### src/rtl/uart_rx_os16.sv
// rtl/uart_rx_os16.sv - 16x oversampling UART receiver with valid/ready byte delivery
//
// Recovers asynchronous serial frames (start, DATA_BITS data bits LSB first,
// optional parity bit, one stop bit) from rx_in. All bit timing advances on
// the one-cycle baud16_tick strobe. Completed bytes are presented on rx_data
// and held with rx_valid until the consumer accepts them.
//
// Optional feature macro: UART_RX_PARITY_EN
//   defined     - one parity bit follows the data bits, checked per PARITY_ODD
//                 (0 = even, 1 = odd); parity_err is live.
//   not defined - N-1 frames, parity_err is tied to 0.
//
// Ports:
//   clk50m       in   system clock
//   reset        in   synchronous, active-high reset
//   baud16_tick  in   one-cycle strobe at 16x the baud rate
//   rx_in        in   asynchronous serial line, idles at 1
//   rx_data      out  received byte, bits above DATA_BITS-1 read 0
//   rx_valid     out  rx_data holds an unconsumed byte
//   rx_ready     in   consumer accepts on rx_valid && rx_ready
//   frame_err    out  one-cycle pulse: stop bit sampled as 0
//   parity_err   out  one-cycle pulse: parity mismatch
//   overrun_err  out  one-cycle pulse: a completed byte was dropped
//   rx_busy      out  receiver is inside a frame (any state except idle)

module uart_rx_os16 #(
    parameter int DATA_BITS  = 8,
    parameter int PARITY_ODD = 0
) (
    input  logic       clk50m,
    input  logic       reset,
    input  logic       baud16_tick,
    input  logic       rx_in,
    output logic [7:0] rx_data,
    output logic       rx_valid,
    input  logic       rx_ready,
    output logic       frame_err,
    output logic       parity_err,
    output logic       overrun_err,
    output logic       rx_busy
);

    if (DATA_BITS < 5 || DATA_BITS > 8 || PARITY_ODD < 0 || PARITY_ODD > 1) begin : g_bad_cfg
        $error("uart_rx_os16: DATA_BITS must be 5..8 and PARITY_ODD 0 or 1");
    end

    localparam logic [2:0] ST_IDLE   = 3'd0;
    localparam logic [2:0] ST_START  = 3'd1;
    localparam logic [2:0] ST_DATA   = 3'd2;
    localparam logic [2:0] ST_STOP   = 3'd3;
    localparam logic [2:0] ST_BREAK  = 3'd4;
`ifdef UART_RX_PARITY_EN
    localparam logic [2:0] ST_PARITY = 3'd5;
`endif

    localparam logic [2:0] LAST_BIT = 3'(DATA_BITS - 1);
    // Bits enter at the top of shreg, so after DATA_BITS samples the frame
    // occupies the upper DATA_BITS positions; shifting down right-justifies
    // it and zero-fills the unused upper bits.
    localparam int ALIGN = 8 - DATA_BITS;

    logic       rx_meta;
    logic       rxs;
    logic [2:0] state;
    logic [3:0] cnt;
    logic [2:0] bit_cnt;
    logic [7:0] shreg;
    logic [7:0] data_word;
    logic       par_ok;

    assign data_word = shreg >> ALIGN;
    assign rx_busy   = (state != ST_IDLE);

`ifdef UART_RX_PARITY_EN
    logic par_bit;
    // Data bits XOR parity bit equals 0 for even parity, 1 for odd parity.
    assign par_ok = ((^data_word) ^ par_bit) == PARITY_ODD[0];
`else
    assign par_ok     = 1'b1;
    assign parity_err = 1'b0;
`endif

    always_ff @(posedge clk50m) begin
        if (reset) begin
            rx_meta     <= 1'b1;
            rxs         <= 1'b1;
            state       <= ST_IDLE;
            cnt         <= 4'd0;
            bit_cnt     <= 3'd0;
            shreg       <= 8'h00;
            rx_data     <= 8'h00;
            rx_valid    <= 1'b0;
            frame_err   <= 1'b0;
            overrun_err <= 1'b0;
`ifdef UART_RX_PARITY_EN
            par_bit     <= 1'b0;
            parity_err  <= 1'b0;
`endif
        end else begin
            rx_meta     <= rx_in;
            rxs         <= rx_meta;
            frame_err   <= 1'b0;
            overrun_err <= 1'b0;
`ifdef UART_RX_PARITY_EN
            parity_err  <= 1'b0;
`endif
            // A delivery later in this block overrides this clear, which is
            // how accept and load in the same cycle keep rx_valid high.
            if (rx_valid && rx_ready) begin
                rx_valid <= 1'b0;
            end

            if (baud16_tick) begin
                cnt <= cnt + 4'd1;
                case (state)
                    ST_IDLE: begin
                        if (!rxs) begin
                            state <= ST_START;
                            cnt   <= 4'd0;
                        end
                    end
                    ST_START: begin
                        if (cnt == 4'd7) begin
                            if (rxs) begin
                                state <= ST_IDLE;
                            end else begin
                                cnt     <= 4'd0;
                                bit_cnt <= 3'd0;
                                state   <= ST_DATA;
                            end
                        end
                    end
                    ST_DATA: begin
                        if (cnt == 4'd15) begin
                            shreg   <= {rxs, shreg[7:1]};
                            bit_cnt <= bit_cnt + 3'd1;
                            if (bit_cnt == LAST_BIT) begin
`ifdef UART_RX_PARITY_EN
                                state <= ST_PARITY;
`else
                                state <= ST_STOP;
`endif
                            end
                        end
                    end
`ifdef UART_RX_PARITY_EN
                    ST_PARITY: begin
                        if (cnt == 4'd15) begin
                            par_bit <= rxs;
                            state   <= ST_STOP;
                        end
                    end
`endif
                    ST_STOP: begin
                        if (cnt == 4'd15) begin
`ifdef UART_RX_PARITY_EN
                            parity_err <= !par_ok;
`endif
                            if (rxs) begin
                                // Returning to idle at mid-stop lets the next
                                // start edge be caught without a gap.
                                state <= ST_IDLE;
                                if (par_ok) begin
                                    if (!rx_valid || rx_ready) begin
                                        rx_data  <= data_word;
                                        rx_valid <= 1'b1;
                                    end else begin
                                        overrun_err <= 1'b1;
                                    end
                                end
                            end else begin
                                frame_err <= 1'b1;
                                state     <= ST_BREAK;
                            end
                        end
                    end
                    ST_BREAK: begin
                        // A held-low line stays here so it reports only once.
                        if (rxs) begin
                            state <= ST_IDLE;
                        end
                    end
                    default: state <= ST_IDLE;
                endcase
            end
        end
    end

endmodule
### config.mk
export PLATFORM = sky130hd
export DESIGN_NAME = uart_rx_os16
export DESIGN_NICKNAME = d
export VERILOG_FILES = /design/src/rtl/uart_rx_os16.sv
export SDC_FILE = /design/constraint.sdc
export NUM_CORES = 1
export LEC_CHECK = 0
export CORE_AREA = 2 2 57 59
export CTS_BUF_LIST = sky130_fd_sc_hd__clkbuf_8
export DETAILED_ROUTE_END_ITERATION = 12
export DIE_AREA = 0 0 59 61
export PLACE_DENSITY_LB_ADDON = 0.2
export SYNTH_ARGS = -nofsm -noshare
export SYNTH_HDL_FRONTEND = slang
export SYNTH_SLANG_ARGS = --single-unit
### constraint.sdc
create_clock -name clk50m -period 1.5 [get_ports clk50m]
set_clock_uncertainty 0.05 [all_clocks]
set_input_delay 0.225 -clock clk50m [delete_from_list [all_inputs] [get_ports clk50m]]
set_output_delay 0.225 -clock clk50m [all_outputs]
set_load 0.02 [all_outputs]
# After elaboration in Yosys (flattened, before gate mapping)
# Cells that the tools add are included.
# totals
reg_bits	31
output_inout_bits	13
# op_classes
addsub	2
eq_ne	14
mux	24
bitwise_logic	4
reduce_logical	12
# op_table
cell	n
2-to-1 mux 3 bit	10
case mux 3 bit (5 select lines)	1
inequality test 2 bit, second input constant	7
AND reduction 5 bit	2
2-to-1 mux 1 bit	8
2-to-1 mux 4 bit	2
case mux 4 bit (2 select lines)	1
AND reduction 7 bit	1
equality test 3 x 2 -> 1 bit, second input constant	2
equality test 3 bit, second input constant	2
case mux 3 bit (2 select lines)	1
OR reduction 5 bit	1
adder 4 x 1 -> 4 bit, second input constant	1
equality test 4 x 3 -> 1 bit, second input constant	1
equality test 4 bit, second input constant	1
NOT 1 bit	4
OR reduction 4 bit	1
adder 3 x 1 -> 3 bit, second input constant	1
equality test 3 x 1 -> 1 bit, second input constant	1
zero test 3 bit	1
AND reduction 3 bit	1
nonzero test 3 bit	1
2-to-1 mux 2 bit	1
nonzero test 2 bit	1
other kinds (3)	3

# Depth between registers and ports, before layout
# depth
ltp_word	7
depth_mapped	6
mapped_depth_nobuf	6

# Worst setup path after synthesis
# No wires, ideal clock.
# synth_timing
path_kind	reg-to-reg
start	reg bit_cnt[0]
end	reg state[2]
setup_time_ns	0.131
arrival_ns	1.484
required_ns	1.319
setup_slack_ns	-0.165
stages_incl_launch_ff	7
path_buffers	0
synth_period_minus_slack_ns	1.665
cell_sequence	dfxtp_1 > ha_1 > ha_1 > or4b_1 > o211ai_1 > or4_1 > a31oi_1
# synth_via
elab_chain_len	3
# synth_rtl
element	line	rtl
start, declared	66	logic [2:0] bit_cnt;
start signal, assigned	136	bit_cnt <= bit_cnt + 3'd1;
equality test 3 bit	137	if (bit_cnt == LAST_BIT) begin
inequality test 2 bit (no source line)	--	
AND reduction 7 bit (no source line)	--	
end signal, assigned	129	state <= ST_DATA;
end signal, assigned	141	state <= ST_STOP;
end signal, assigned	162	state <= ST_IDLE;
end, declared	64	logic [2:0] state;
# Every way passes these cells.
# A chain may end at the register's enable or synchronous reset.

# Worst setup path after layout
# layout_timing
start	reg bit_cnt[0]
end	reg state[1]
# Same word-level chain as after synthesis.

==> impl_metrics.yaml <==
outcome:
  status: "finished with violations"
  violations: "negative setup slack"
final_layout:
  fin_cells: 233
  area_growth_pct: 40.4
  final_common_cell: "buf_4"
  layout_common_cells: "30 x buf_4, 24 x dfxtp_1, 14 x a21oi_1"
  nets: 208
  n_antenna_cell: 0
  drive_gt1_share_pct: 33.0
  fin_util_pct: 67.5
global_routing:
  grt_first_pass_wirelength_um: 5480
  grt_overflow: 0
  track_usage_pct: 20.6
  grt_start_max_net_pins: 17
  grt_pass1_vias: 1221
  antenna_found_initial: 0
critical_path:
  worst_ep_required_time_ps: 1630
  cp_max_fo: 5
  crit_type: "reg2reg"
  setup.worst_path.end_class: "flop"
  startpoint: "bit_cnt[0]$_SDFFE_PP0P_"
  worstPathArrival_ps: 1840
  r2r-start: "bit_cnt[0]$_SDFFE_PP0P_"
  r2r_slack_ps: -210
  worstSetupStartpointType: "flop"
timing:
  period_share_pct: 114
  setup_ws_ps: -210
  maxSlewViolCount: 0
  fin_tns_setup_ps: -1850
  setup_viol: 23
  rsz0062_at_grt: "true"
  max_clock_freq_ghz: 0.585
  fin_crit_ps: 1710
  hold_viol: 0
pwr:
  clkPwrFrac_pct: 41.4
  power.share.switching_pct: 23.1
  peakVddDrop_uv: 666
  switching_power_w: 0.000374
  p_leak_nw: 0.785
  p_int_w: 0.00124
  finalPower_w: 0.00162
  pwr-share-comb_pct: 6.9
  power_frac_seq_pct: 51.7
  power.density_nw_per_um2: 812
floorplan:
  fp.dieW_um: 59
  die-area_um2: 3600
  start_util_pct: 48.1
  io_pins: 18
  fp.dieH_um: 61
  core_area_um2: 2950
  rows: 20
routing:
  via_count: 1295
  drt-initial-drc-count: 48
  drc_errors: 0
  wirelength_um: 3280
  drtAntennaViolNets: 0
  viasPerCell: 5.56
  wire_per_inst_um: 14.1
  drt_first_pass_iters: 4
hold_path:
  min-delay-path-class: "reg2reg"
  hp-start: "rx_meta$_SDFF_PP1_"
yosys:
  synth_nets: 164
  synthesis.area_um2: 1420
  syn_avg_cell_area_um2: 9.10
  synth-edff-count: 0
  ys_seq_area_share_pct: 43.7
  ys_ff_latch: 31
  ys_types: 41
  synth_top_flop_cell: "dfxtp_1"
  synthCells: 156
  yosys_warnings: 0
  async_flop_share_pct: 0
clock_network:
  htree_levels: 2
  cts_inserted_buffers: 5
  clockRootBuffer: "clkbuf_8"
  cts_buffer_depth: 2
  cts_sinks: 31
  cts_tree: "built"
  cts.clk_slew.worst_paths_ps: 70
  clk-insertion-delay-late_ps: 290
  hold_buffers: 0
placement:
  dp.cells: 222
  portBuffers: 16
  dp_hpwl_um: 2180
  gp_congestion: 0.838
flow_run:
  drv_cap: 0
[cells by family (layout without fill, tap and decap cells)]
family,after synthesis,after routing,synth area share [%]
and+or+nand+nor,53,53,21.0
AOI/OAI and AO/OA,41,41,19.0
DFF,31,31,43.7
buffers and inverters,16,60,5.73
muxes,9,9,6.43
adders and majority gates,3,3,2.64
xor gates and xnor gates,2,2,1.23
other,1,1,0.264
[Yosys cell counts (2+ instances only)]
master	number	area, µm²
ha_1	3	37.5
nand2b_1	4	25.0
nand4_1	2	12.5
xnor2_1	2	17.5
a22o_1	2	17.5
o21ai_0	3	15.0
mux2i_1	8	80.1
or2_2	2	12.5
o21ai_1	9	45.0
dfxtp_1	31	621
or3b_1	2	17.5
buf_4	4	30.0
nand3_1	11	55.1
nor2_1	12	45.0
buf_2	5	25.0
clkbuf_1	5	18.8
a21oi_1	14	70.1
or3_1	4	25.0
nand2_1	3	11.3
inv_1	2	7.51
a31oi_1	2	12.5
nor3_1	5	25.0
o211ai_1	3	22.5
[path summary, 6_finish.rpt]
check | end | depth (start not counted)
worst min register to register | rxs$_SDFF_PP1_ | 1
worst max register to register | state[1]$_SDFFE_PP0P_ | 7
worst min-delay path | rxs$_SDFF_PP1_ | 1
worst max-delay path | state[1]$_SDFFE_PP0P_ | 7
[power by group through the flow]
stage	sequential, W	clock (W)	combinational (W)
CTS	0.000836	0.000682	0.000106
global route	0.000838	0.000712	0.000122
global placement	0.000858	0	0.000104
detailed placement	0.000858	0	0.000107
floorplan	0.000856	0	0.0000588
finish	0.000837	0.000670	0.000112
[stage by stage]
step,instance area (µm²),worst slack [ps],hold WS [ps]
floorplan,1450,-129,279
global placement,1800,-272,344
detailed placement,1800,-296,361
CTS,1910,-204,376
global route,1990,-324,410
finish,1990,-210,373
[state kept, by name, summed over array words and instances (netlist names)]
| register | cells |
|---|---|
| data_word | 8 |
| rx_data | 8 |
| cnt | 4 |
| bit_cnt | 3 |
| state | 3 |
| frame_err | 1 |
| overrun_err | 1 |
| rx_meta | 1 |
| rx_valid | 1 |
| rxs | 1 |
[critical path, cell delays in order, from the launching register on]
cell and delay, ps:
dfxtp_2 340, ha_4 160, ha_4 150, or4b_1 460, o211ai_1 120, buf_4 170, or3_1 100, a21oi_1 50
[layer usage]
layer / vias to the layer above / global-route usage [%] / routed length [µm]
met1: 618 / 24.4 / 1490
met4: 0 / 9.74 / 62
met2: 20 / 34.1 / 1610
met3: 8 / 6.18 / 108
met5: - / 0 / 0
li1: 649 / - / -
[final cells by class]
cell class	instances	area (µm²)
fill	254	958
inverter	2	7.51
clock inverter	1	5.00
sequential	31	634
tap	33	41.3
clock buffer	6	82.6
timing repair buffer	51	428
multi-input combinational	109	796
[timing repair]
| action | in CTS | in global routing |
|---|---|---|
| cloned | 0 | 0 |
| pin swaps | 3 | 7 |
| gates resized for setup | 21 | 12 |
| endpoints found under the setup margin | 31 | 24 |
| setup buffers | 0 | 4 |
(Power assumes the default switching activity.)
==> RTL change 1: new RTL, same settings <==
The option `UART_RX_PARITY_EN` is turned on by a define.
--- a/src/rtl/uart_rx_os16.sv
+++ b/src/rtl/uart_rx_os16.sv
@@ -24,2 +24,4 @@
 //   rx_busy      out  receiver is inside a frame (any state except idle)
+
+`define UART_RX_PARITY_EN
 
Function: no difference found for any inputs over 10 cycles, from zero or initial values and one cycle with reset high; that may be too few to reach the edited logic, so the function may still have changed.
==> RTL change 1 against the unedited design <==
- count of clock-buffer cells in the layout fell by 1
- cell count increased by 11%
- largest cell class unchanged
- first-iteration DRC count is 120% higher
- critical path type unchanged
- the run still ends with negative setup slack left
- design area up 20%
- die area did not move
- power grew 2.6%
- sequential cell count increased by 2
- routed wire length increased by 16%
- synthesized area increased by 7.8%
- setup slack worse by 0.12 ns
==> RTL change 1: results (changes against the unedited design) <==
- Multi-input combinational area share: 41.84% (+1.9 points)
- Comb power: 0.147 mW (+31%)
- Synth Cell Area: 0.001531 mm2 (+7.8%)
- Final setup fails: 26 (+13%)
- Synth top area cells: dfxtp_1 43%, mux2i_1 7.8%, nor2_1 4.7%, a21oi_1 4.6%, nand4_1 4.1%
- Largest net degree at the start of global routing: 20 (+3)
- Buffering overhead: 24.80% (+3.3 points)
- Compound-Gate Fraction of Synth Area: 13.64% (-5.4 points)
- Cts repair resizes: 26 (+24%)
- Final setup margin: -0.3339 ns (-0.1242 ns)
- Half-perimeter wire length after placement: 2447 um (+12%)
- Final hold slack: 0.3716 ns (-0.001495 ns)
- Adder-cell share of the synthesized area: 2.451% (-0.19 points)
- CP max stage delay: 0.50 ns (+0.04 ns)
- Share of layout cells above drive strength 1: 42.67% (+9.7 points)
- Placed insts: 242 (+9.0%)
- Placed Area: 0.002008 mm2 (+11%)
- Multi-input gates: 117 (+7.3%)
- Via-per-instance ratio: 5.659 (+1.8%)
- Most frequent cells after synthesis: 33 x dfxtp_1, 19 x nor2_1, 14 x a21oi_1
- Peak VDD IR: 519.8 uV (-22%)
- Bufs w/o clock: 66 (+29%)
- Lkg Pwr: 1.016 nW (+29%)
- Outcome: complete, but fails checks
- Violated checks: negative setup slack
- Yosys reg bits: 33 (+6.5%)
- Met1 usage: 23.61% (-0.83 points)
- Xor/xnor cell area share of the yosys netlist: 8.252% (+7.0 points)
- RePlAce Congestion: 0.8827 (+5.3%)
RTL change 1: cell types whose count changed after synthesis, sizes merged, moves of 3 or more:
cell / delta
a31oi: -3
buf: -3
mux2i: +4
nand3: -10
nand4: +8
nor2: +7
o21ai: -8
o31ai: +7
xnor2: +4
xor2: +4
RTL change 1: worst max-delay path by stage:
stage                     slack [ns]  depth (start not counted)           to    startpoint
after floorplan                -0.28                          7   rx_data[1]        cnt[1]
after CTS                      -0.32                          5  overrun_err  data_word[3]
final                          -0.33                          5  overrun_err       par_bit
after detailed placement       -0.57                          6  overrun_err   baud16_tick
after global routing           -0.42                          6   rx_data[0]        cnt[1]
after global placement         -0.53                          6     rx_valid   baud16_tick
RTL change 1: worst reg2reg max path, delay by kind of cell (launching register included):
kind             cells  cell delay (ns)
AND/OR/NAND/NOR      2             0.50
flip-flops           1             0.34
XOR/XNOR             3             0.89
==> RTL change 2: new RTL, same settings <==
Made on the original files. Register the input `baud16_tick` before use, without a reset. The logic sees it one clock later. The other inputs are not delayed to match. Comments in the files are not updated.
--- a/src/rtl/uart_rx_os16.sv
+++ b/src/rtl/uart_rx_os16.sv
@@ -41,2 +41,8 @@
 );
+
+    logic baud16_tick_q;
+
+    always_ff @(posedge clk50m) begin
+        baud16_tick_q <= baud16_tick;
+    end
 
@@ -112,3 +118,3 @@
 
-            if (baud16_tick) begin
+            if (baud16_tick_q) begin
                 cnt <= cnt + 4'd1;
Check against the original RTL: not equivalent (Yosys sat finds a counterexample within 4 cycles, from zero or initial values and one cycle with reset high).
==> RTL change 2 against the unedited design <==
- the run still ends with negative setup slack left
- cell count shrank 0.43%
- largest power group unchanged
- clock power grew 5.1%
- synthesized area grew 1.4%
- largest cell class unchanged
- power grew 4.4%
- sequential share of layout area shrank 0.34 points
- sequential cell count grew 1
- routed wire length grew 11%
- design area grew 4.5%
- global-route usage grew 0.52 points
- non-clock buffer count shrank 2
- critical path type unchanged
- count of clock-buffer cells in the layout grew 1
- setup slack lost 0.056 ns
==> RTL change 2: results (changes against the unedited design) <==
- IO Port Bufs: 16 (unchanged)
- Root buf cell: clkbuf_8
- Final hold slack: 0.3223 ns (-0.05085 ns)
- DRC Markers: 0 (unchanged)
- Most frequent cells after synthesis: 32 x dfxtp_1, 14 x a21oi_1, 12 x nor2_1
- Via-per-instance ratio: 5.759 (+3.6%)
- Final-layout fill cell count: 236 (-7.1%)
- CP max stage cell: or4b_1
- CP max FO: 6 (+1)
- Outcome: complete, but fails checks
- Synth top area cells: dfxtp_1 44%, mux2i_1 5.6%, a21oi_1 4.9%, nand3_1 3.8%, o21ai_1 3.1%
- Fin nets: 207 (-0.48%)
- Mapped Nets: 165 (+0.61%)
- CP Launch Point: bit_cnt[0]
- Sw frac: 21.67% (-1.5 points)
- Prevailing post-synth register cell: dfxtp_1
- Placed insts: 219 (-1.4%)
- Comb pwr share: approximately 7%
- Arrival @ worst endpoint: 1.89 ns (+0.05 ns)
- Yosys warns: 0 (unchanged)
- Slew Limit Fails: 0 (unchanged)
- Final setup margin: -0.2654 ns (-0.05569 ns)
- Synth unique cells: 41 (unchanged)
- Vias in the first global route: 1251 (+2.5%)
- Violated checks: negative setup slack
- Clock Path Buffers: 2 (unchanged)
- Ant diodes: 0 (unchanged)
- Fin cells: 232 (-0.43%)
- Initial antenna violation count: 0 (unchanged)
- First drt pass iteration count: 5 (+1)
- Largest net degree at the start of global routing: 20 (+3)
- Lkg Pwr: 0.8304 nW (+5.8%)
- HP Class: in -> reg
- CP max stage delay: 0.48 ns (+0.02 ns)
- Register area share after synthesis: 44.48% (+0.78 points)
- Skew-Pair Late Insertion Delay: 0.29 ns (about the same)
- Reg clk slew, reported paths: 0.06 ns
- Initial DRC count: 71 (+48%)
- HP Start: baud16_tick
- Routed length per instance: 15.61 um (+11%)
- Asr flop ratio synth: 0% (unchanged)
- GRT Resource Usage Total: 21.07% (+0.52 points)
- Synthesized area per cell: 9.173 um2 (+0.76%)
- RePlAce Congestion: 0.8550 (+2.0%)
- Peak VDD IR: 733.7 uV (+10%)
- Half-perimeter wire length after placement: 2241 um (+2.6%)
- Final setup fails: 23 (unchanged)
- Share of layout cells above drive strength 1: 39.20% (+6.2 points)
- H-tree levels: 2 (unchanged)
- CTS Buf Count: 5 (unchanged)
- First-pass GRT wire length: 5547 um (+1.3%)
==> RTL change 2: cell count changes in the layout (fill, tap and decap cells not counted), moves of 2 or more <==
| cell | before | now |
|---|---|---|
| o21ai_2 | 1 | 8 |
| o21ai_1 | 9 | 2 |
| ha_2 | 0 | 2 |
| a21oi_1 | 14 | 12 |
| ha_4 | 3 | 1 |
| dlygate4sd2_1 | 9 | 7 |
| buf_4 | 30 | 26 |
==> RTL change 2: final timing paths <==
check | to | depth (start not counted)
worst min-delay path | baud16_tick_q | 1
worst max register to register | state[2] | 6
worst min register to register | rxs | 1
worst max-delay path | state[2] | 6
==> RTL change 2: power by group through the flow <==
stage          Sequential [mW]  Clock (mW)  Combinational [mW]
3_3_place_gp             0.889           0              0.0983
6_report                 0.868       0.704               0.118
3_5_place_dp             0.890           0               0.102
2_1_floorplan            0.886           0              0.0603
4_1_cts                  0.868       0.719               0.104
5_1_grt                  0.869       0.760               0.129
==> RTL change 2: logic make-up after synthesis <==
logic type / after synthesis / synth area share (%)
simple gates: 53 / 20.68
compound gates: 41 / 18.77
flops: 32 / 44.48
buf+inv: 16 / 5.647
mux: 9 / 6.342
fa+ha+maj: 3 / 2.607
xor+xnor: 2 / 1.217
other cells: 1 / 0.2604
==> RTL change 2: through the flow <==
step                      worst slack [ns]  setup TNS, ns  power (mW)  area, um2
after floorplan                    -0.1295        -0.3536      0.9465       1474
after global placement             -0.1584         -1.812      0.9875       1794
after detailed placement           -0.2292         -2.271      0.9912       1794
after CTS                          -0.2492        -0.7019       1.691       1918
after global routing               -0.3609         -3.694       1.757       2083
final                              -0.2654         -1.979       1.690       2083
==> RTL change 2: area by class of cell <==
cell class	instances	area, um2	share of cell area, %
clock buffer	7	96.34	4.625
inverter	2	7.507	0.3604
multi-input combinational	109	853.3	40.96
sequential	32	655.6	31.47
tap	33	41.29	1.982
timing repair buffer	49	429.2	20.60
==> RTL change 2: layer usage <==
| metal | global-route usage [%] | vias up | wire length, um |
|---|---|---|---|
| met5 | 0 | - | 0 |
| met4 | 10.71 | 0 | 110 |
| met3 | 6.823 | 16 | 157 |
| met2 | 35.56 | 38 | 1821 |
| met1 | 23.98 | 634 | 1531 |
| li1 | - | 648 | - |
==> RTL change 2: critical path, delay by kind of cell, from the launching register on <==
family / cells / cell delay [ns]
AO/OA/AOI/OAI: 2 / 0.30
adder cells (fa/ha/maj): 2 / 0.32
flip-flops: 1 / 0.32
AND/OR/NAND/NOR: 2 / 0.66
==> RTL change 2: repair_timing <==
| action | in CTS | in global routing |
|---|---|---|
| buffers inserted | 0 | 6 |
| hold buffers | 0 | 0 |
| setup endpoints to repair | 30 | 26 |
| gates cloned | 0 | 0 |
| pin swaps | 5 | 22 |
| resized for setup | 21 | 32 |
